**config.mk**
```make
export PLATFORM = sky130hd
export DESIGN_NAME = inst_queue
export DESIGN_NICKNAME = d
export VERILOG_FILES = /design/src/rtl/inst_queue_pkg.sv /design/src/rtl/inst_queue_ram.sv /design/src/rtl/inst_queue.sv
export SDC_FILE = /design/constraint.sdc
export NUM_CORES = 2
export LEC_CHECK = 0
export ABC_CLOCK_PERIOD_IN_PS = 10300
export BUFFER_PORTS_ARGS = -buffer_cell sky130_fd_sc_hd__buf_2
export CAP_MARGIN = 20
export CORE_ASPECT_RATIO = 0.5
export CORE_MARGIN = 5
export CORE_UTILIZATION = 45
export CTS_CLUSTER_SIZE = 28
export DETAILED_ROUTE_END_ITERATION = 12
export PLACE_DENSITY = 0.71
export SETUP_SLACK_MARGIN = 0.5
export SYNTH_ARGS = -nofsm -noshare
export SYNTH_HDL_FRONTEND = slang
export SYNTH_SLANG_ARGS = --single-unit
```
**constraint.sdc**
```tcl
create_clock -name clk -period 10.3 [get_ports clk]
set_input_delay 0.515 -clock clk [delete_from_list [all_inputs] [get_ports clk]]
set_output_delay 0.515 -clock clk [all_outputs]
set_load 0.05 [all_outputs]
```
**src/rtl/inst_queue_pkg.sv**
```systemverilog
// Shared types for the dual-lane instruction queue: fetch exception codes,
// the fetch entry payload, and a lane-count helper for thermometer masks.
package inst_queue_pkg;

    typedef enum logic [3:0] {
        EXC_NONE = 4'd0,
        EXC_INT  = 4'd1,
        EXC_ADEF = 4'd2,
        EXC_PIF  = 4'd3,
        EXC_PPI  = 4'd4,
        EXC_TLBR = 4'd5,
        EXC_INE  = 4'd6,
        EXC_SYS  = 4'd7,
        EXC_BRK  = 4'd8,
        EXC_ALE  = 4'd9
    } exception_t;

    typedef struct packed {
        logic [31:0] pc;
        logic [31:0] inst;
        logic        have_exception;
        exception_t  exception_type;
        logic        pred_branch_taken;
        logic [31:0] pred_branch_target;
    } fetch_entry_t;

    // Non-thermometer masks (2'b10) count as zero lanes.
    function automatic logic [1:0] lane_count(input logic [1:0] mask);
        logic [1:0] n;
        n = 2'd0;
        if (mask == 2'b11) begin
            n = 2'd2;
        end else if (mask == 2'b01) begin
            n = 2'd1;
        end
        return n;
    endfunction

endpackage

```
**src/rtl/inst_queue_ram.sv**
```systemverilog
// Entry storage for the instruction queue: two write ports, two
// combinational read ports, no reset on the array.
module inst_queue_ram
    import inst_queue_pkg::*;
#(
    parameter int DEPTH  = 16,
    parameter int ADDR_W = $clog2(DEPTH)
) (
    input  logic              clk,
    input  logic [1:0]        i_wr_en,
    input  logic [ADDR_W-1:0] i_wr_addr0,
    input  logic [ADDR_W-1:0] i_wr_addr1,
    input  fetch_entry_t      i_wr_data0,
    input  fetch_entry_t      i_wr_data1,
    input  logic [ADDR_W-1:0] i_rd_addr0,
    input  logic [ADDR_W-1:0] i_rd_addr1,
    output fetch_entry_t      o_rd_data0,
    output fetch_entry_t      o_rd_data1
);

    fetch_entry_t r_mem [DEPTH];

    always_ff @(posedge clk) begin
        if (i_wr_en[0]) begin
            r_mem[i_wr_addr0] <= i_wr_data0;
        end
        if (i_wr_en[1]) begin
            r_mem[i_wr_addr1] <= i_wr_data1;
        end
    end

    assign o_rd_data0 = r_mem[i_rd_addr0];
    assign o_rd_data1 = r_mem[i_rd_addr1];

endmodule

```
**src/rtl/inst_queue.sv**
```systemverilog
// Dual-lane in-order instruction FIFO between fetch and decode.
// Optional same-cycle empty bypass: define INST_QUEUE_BYPASS_EN.
module inst_queue
    import inst_queue_pkg::*;
#(
    parameter int DEPTH = 16
) (
    input  logic               clk,
    input  logic               resetn,
    input  logic               flush,
    input  logic [1:0]         in_valid,
    output logic               in_ready,
    input  fetch_entry_t [1:0] in_entry,
    output logic [1:0]         out_valid,
    output fetch_entry_t [1:0] out_entry,
    input  logic [1:0]         out_pop
);

    localparam int PTR_W = $clog2(DEPTH);
    localparam int CNT_W = PTR_W + 1;
    localparam logic [CNT_W-1:0] CNT_ACCEPT_MAX = CNT_W'(DEPTH - 2);

    logic [PTR_W-1:0] r_head;
    logic [PTR_W-1:0] r_tail;
    logic [CNT_W-1:0] r_count;

    logic             w_in_ready;
    logic             w_bypass;
    logic [1:0]       w_push_n;
    logic [1:0]       w_pop_n;
    logic             w_pop0;
    logic             w_pop1;
    logic [1:0]       w_head_adv;
    logic [1:0]       w_tail_adv;
    logic [1:0]       w_out_valid;
    fetch_entry_t     w_lane0;
    fetch_entry_t     w_lane1;
    fetch_entry_t     w_rd_data0;
    fetch_entry_t     w_rd_data1;
    logic [1:0]       w_wr_en;
    fetch_entry_t     w_wr_data0;
    fetch_entry_t     w_wr_data1;
    logic [PTR_W-1:0] w_head_p1;
    logic [PTR_W-1:0] w_tail_p1;

    // Registered count only, so there is no path from in_valid/out_pop.
    assign w_in_ready = (r_count <= CNT_ACCEPT_MAX);
    assign in_ready   = w_in_ready;

`ifdef INST_QUEUE_BYPASS_EN
    assign w_bypass = (r_count == '0) && !flush;
`else
    assign w_bypass = 1'b0;
`endif

    assign w_push_n  = (w_in_ready && !flush) ? lane_count(in_valid) : 2'd0;
    assign w_head_p1 = r_head + PTR_W'(1);
    assign w_tail_p1 = r_tail + PTR_W'(1);

    inst_queue_ram #(
        .DEPTH (DEPTH)
    ) u_ram (
        .clk        (clk),
        .i_wr_en    (w_wr_en),
        .i_wr_addr0 (r_tail),
        .i_wr_addr1 (w_tail_p1),
        .i_wr_data0 (w_wr_data0),
        .i_wr_data1 (w_wr_data1),
        .i_rd_addr0 (r_head),
        .i_rd_addr1 (w_head_p1),
        .o_rd_data0 (w_rd_data0),
        .o_rd_data1 (w_rd_data1)
    );

    always_comb begin
        w_out_valid = {(r_count >= CNT_W'(2)), (r_count != '0)};
        w_lane0     = w_rd_data0;
        w_lane1     = w_rd_data1;
        if (w_bypass) begin
            w_out_valid = {(in_valid == 2'b11), in_valid[0]};
            w_lane0     = in_entry[0];
            w_lane1     = in_entry[1];
        end
        out_valid    = w_out_valid;
        out_entry[0] = w_out_valid[0] ? w_lane0 : '0;
        out_entry[1] = w_out_valid[1] ? w_lane1 : '0;
    end

    // Lane1 may only retire together with lane0 to keep program order.
    assign w_pop0  = out_pop[0] && w_out_valid[0] && !flush;
    assign w_pop1  = w_pop0 && out_pop[1] && w_out_valid[1];
    assign w_pop_n = w_pop1 ? 2'd2 : (w_pop0 ? 2'd1 : 2'd0);

    // In bypass, popped lanes never touch the array; survivors pack at tail.
    always_comb begin
        w_wr_en    = {(w_push_n == 2'd2), (w_push_n != 2'd0)};
        w_wr_data0 = in_entry[0];
        w_wr_data1 = in_entry[1];
        w_head_adv = w_pop_n;
        w_tail_adv = w_push_n;
        if (w_bypass) begin
            w_head_adv = 2'd0;
            w_tail_adv = w_push_n - w_pop_n;
            if (w_pop_n == 2'd1) begin
                w_wr_en    = {1'b0, (w_push_n == 2'd2)};
                w_wr_data0 = in_entry[1];
            end else if (w_pop_n == 2'd2) begin
                w_wr_en = 2'b00;
            end
        end
    end

    always_ff @(posedge clk or negedge resetn) begin
        if (!resetn) begin
            r_head  <= '0;
            r_tail  <= '0;
            r_count <= '0;
        end else if (flush) begin
            r_head  <= '0;
            r_tail  <= '0;
            r_count <= '0;
        end else begin
            r_head  <= r_head + PTR_W'(w_head_adv);
            r_tail  <= r_tail + PTR_W'(w_tail_adv);
            r_count <= r_count + CNT_W'(w_push_n) - CNT_W'(w_pop_n);
        end
    end

endmodule

```
-- After elaboration in Yosys (flattened, before gate mapping)
Memories as Yosys holds them, arrays and structs flattened.
Index checks and enable logic that the tools add are counted.
- flip-flop bits (word level): 13
- RAM bits: 1632
- memories: 1
- input bits: 211
- output and inout port bits: 207
- mux-type cells: 14
- magnitude comparators: 2
- add/sub/neg operators: 6
- equality and inequality tests: 3
- reductions and logical operators: 8
- memories (memory ; depth ; width ; rd ports ; clocked after Yosys merged registers in ; wr ports ; RTL line ; RTL):
    u_ram.r_mem ; 16 ; 102 ; 2 ; 0 ; 2 ; inst_queue_ram.sv:21 ; fetch_entry_t r_mem [DEPTH];
- operator list (cell ; number):
    two-way mux 102 bit ; 2
    adder 4 x 1 -> 4 bit (second input constant) ; 2
    adder 4 x 2 -> 4 bit ; 2
    two-way mux 4 bit ; 2
    two-way mux 1 bit ; 6
    two-way mux 2 bit ; 3
    adder 5 x 2 -> 5 bit ; 1
    >= comparator 5 x 2 -> 1 bit (second input constant) ; 1
    <= comparator 5 x 4 -> 1 bit (second input constant) ; 1
    logical AND 1 bit ; 5
    two-way mux 5 bit ; 1
    nonzero test 5 bit ; 1
    subtractor 5 x 2 -> 5 bit ; 1
    equality test 2 bit (second input constant) ; 2
    equality test 2 x 1 -> 1 bit (second input constant) ; 1
    nonzero test 2 bit ; 1
    logical NOT 1 bit ; 1

-- Depth between registers and ports, before layout
- depth after elaboration: 8
- depth in mapped cells: 15
- gate-level depth less buffers: 15

-- Cells and area by module
A second synthesis with hierarchy kept.
- cells, all modules: 5728
- area, all modules: 95833.2 um^2
- modules (own cells, without submodules) (module ; area an instance (um^2) ; cells each ; times used):
    inst_queue_ram ; 93397.1 ; 5400 ; 1
    inst_queue ; 2436.1 ; 328 ; 1

-- Least setup slack after synthesis
OpenSTA, ideal clock, no wires.
- kind: reg2reg
- start point: register r_count[4]
- end point: memory u_ram.r_mem[0][0] (netlist bit), enable pin
- path slack: 1.112 ns
- clock period less this slack: 9.188 ns
- arrival time: 8.484 ns
- stages on the path, launching flop included: 7
- path buffers: 1
- setup time: 0.703 ns
- cells stage by stage: dfrtp_1 -> clkinv_1 -> ha_1 -> nand3_1 -> o211ai_1 -> buf_4 -> o21ai_0
- RTL lines (what ; RTL line ; RTL):
    start, declared ; inst_queue.sv:25 ; logic [CNT_W-1:0] r_count;
    start signal, assigned ; inst_queue.sv:125 ; r_count <= r_count + CNT_W'(w_push_n) - CNT_W'(w_pop_n);
    end, declared ; inst_queue_ram.sv:21 ;

==> results.json <==
{
  "io_pins": 418,
  "grt_pass1_wl_mm": 444.8,
  "arrival_ns": 5.92,
  "rsz0062_at_grt": "no",
  "synth_enable_flop_cells": 1632,
  "fin_util": 0.4964,
  "chipHeight_um": 337.1,
  "skew_ns": 0.07655,
  "hold_class": "primary input to flip-flop",
  "maxSlewViolCount": 0,
  "maxSlewHeadroom": 0.1792,
  "final_common_cell": "mux2_2",
  "hpwl_mm": 166.8,
  "grt_pass1_vias": 62094,
  "async_flop_share": 0.007903,
  "worstSetupPathType": "flip-flop to output port",
  "setup_viol": 0,
  "syn-instance-count": 5498,
  "maxCapViolCount": 0,
  "top_usage_layer": "met2",
  "cts-buffers-inserted": 171,
  "layout-drive-gt1-share": 0.6120,
  "layout_common_cells": "mux2_2 (1767), edfxtp_1 (1632), mux4_2 (816), buf_2 (417), mux2i_1 (204)",
  "p_per_area_mw_per_mm2": 199.3,
  "core_mm2": 0.2135,
  "die_x_um": 664.2,
  "gp_congestion": 0.8100,
  "synth_flop_cell": "edfxtp_1",
  "finalWirelength_mm": 312.0,
  "insertion_delay_ns": 0.84,
  "grt_max_degree": 146,
  "vias": 59429,
  "syn-num-nets": 5728,
  "port_buffers": 417,
  "grt_use_total": 0.2716,
  "dp.cells": 8253,
  "ir_drop_mv": 0.2043,
  "netlist_area_mm2": 0.09631,
  "start_kind": "flip-flop",
  "end_kind": "output port",
  "overflow": 0,
  "hold_viol": 0,
  "final.setup.tns_ns": 0,
  "rows": 120,
  "nFillCells": 17256,
  "vias_per_cell": 6.903,
  "clock-sinks": 1645,
  "fmax_mhz": 155.4,
  "start_util": 0.4511,
  "nets": 5792,
  "tightest_slew_ns": 1.231,
  "antenna_found_initial": 76,
  "met3_usage": 0.04926,
  "clk_pin_slew_ns": 0.07,
  "grt_util_met1": 0.3560,
  "leakage_nw": 32.77,
  "htree_levels": 4,
  "finalCriticalPeriod_ns": 6.435,
  "cts_buffer_depth": 4,
  "status": "finished, final reports clean",
  "synth.yosys.warnings": 0,
  "syn2layout_area_growth_pct": 10.04,
  "ant_nets": 0,
  "post-route-drc-count": 0,
  "cp_max_fo": 46,
  "drtPass1Iterations": 8,
  "ys_seq_area_frac": 0.5122,
  "root_buffer": "clkbuf_16",
  "postSynthAreaPerCell_um2": 17.52,
  "fin_cells": 8609,
  "synth.distinct_cells": 45,
  "fin_crit_sh": 0.6248,
  "tritoncts": "built",
  "wire_per_inst_um": 36.24,
  "synth_seq_cells": 1645,
  "die-area_mm2": 0.2239,
  "drt_iter0_drc": 8501,
  "crit_required_ns": 9.79,
  "gr-usage-met2": 0.4377
}
timing repair:
action	in CTS	in global routing
resized for setup	0	0
endpoints found under the hold margin	13	0
hold buffers	1	0
setup buffers	0	0
metal layers:
layer / part of all wire / wire length, um / vias up
met1: 0.37 / 115400 / 31415
met4: 0.050 / 15550 / 6
li1: - / - / 23049
met3: 0.10 / 31400 / 829
met5: 0.00013 / 42 / -
met2: 0.48 / 149600 / 4130
cell usage after synthesis, types with 2 or more instances:
cell | count | share of area
a22o_1 | 102 | 0.0093
buf_1 | 32 | 0.0012
xnor2_1 | 5 | 0.00045
buf_4 | 35 | 0.0027
mux2_4 | 69 | 0.011
inv_1 | 10 | 0.00039
fa_1 | 4 | 0.00083
buf_12 | 7 | 0.0015
a21o_1 | 2 | 0.00016
nand3_1 | 7 | 0.00036
clkbuf_1 | 333 | 0.013
ha_1 | 15 | 0.0019
buf_6 | 19 | 0.0022
o21ai_0 | 6 | 0.00031
mux2_2 | 1767 | 0.21
o211ai_1 | 2 | 0.00016
nor2b_1 | 8 | 0.00052
xor2_1 | 3 | 0.00027
or2_2 | 2 | 0.00013
nor2_1 | 24 | 0.00094
nand3b_1 | 3 | 0.00023
dfrtp_1 | 13 | 0.0034
edfxtp_1 | 1632 | 0.51
or2_1 | 2 | 0.00013
nand2b_1 | 3 | 0.00019
mux2i_1 | 204 | 0.021
o22ai_1 | 114 | 0.0074
a21oi_1 | 6 | 0.00031
buf_2 | 233 | 0.012
mux4_2 | 816 | 0.19
nand2_1 | 6 | 0.00023
per-stage QoR:
stage	worst slack (ns)	area, um2	power [mW]	hold slack [ns]
2_1_floorplan	1.112	96310	13.10	0.2194
3_3_place_gp	4.688	100300	14.97	0.4384
3_5_place_dp	4.660	100500	15.09	0.4409
4_1_cts	3.730	105800	21.16	0.03885
5_1_grt	3.432	106000	21.74	0.06853
6_report	3.865	106000	21.12	0.08056
kinds of logic after synthesis:
kind of cell / Yosys count / share of synthesized area
XOR/XNOR: 8 / 0.0007276
adder cells (fa/ha/maj): 19 / 0.002780
buffers and inverters: 671 / 0.03332
flip-flops: 1645 / 0.5122
AO/OA/AOI/OAI: 236 / 0.01811
AND/OR/NAND/NOR: 63 / 0.003443
multiplexers: 2856 / 0.4294
power by group:
group | internal (mW) | switching (mW)
Clock | 3.44 | 2.69
Sequential | 7.49 | 0.100
Combinational | 2.65 | 4.77
cell type report:
class / count / area (um2) / area share
Inverter: 11 / 41.29 / 0.0003896
Multi-Input combinational cell: 3182 / 44160 / 0.4167
Sequential cell: 1645 / 49340 / 0.4656
Antenna cell: 52 / 130.1 / 0.001228
Clock buffer: 203 / 4506 / 0.04251
Timing Repair Buffer: 551 / 3411 / 0.03218
Tap cell: 2867 / 3587 / 0.03385
Clock inverter: 98 / 803.3 / 0.007580
flip-flops by register name, indices dropped and copies added, names as in the netlist:
name / count
u_ram.r_mem: 1632
r_count: 5
r_head: 4
r_tail: 4
worst max-delay path: stages (launching register included):
cell,delay [ns]
dfrtp_4,1.06
buf_4,0.89
buf_4,0.76
buf_4,0.83
mux4_2,0.59
mux2_2,0.28
a22o_1,0.25
buf_2,0.24
final timing paths:
check	slack, ns	start	cells past startpoint	end
min in group asynchronous	0.27	resetn	2	r_head[3]
min reg2reg	0.69	r_count[0]	2	r_count[0]
min	0.08	flush	2	r_head[3]
max reg2reg	5.50	r_count[4]	8	u_ram.r_mem[7][75]
max	3.86	r_head[1]	7	out_entry[54]
max in group asynchronous	9.74	resetn	2	r_tail[3]
(Power assumes the default switching activity.)
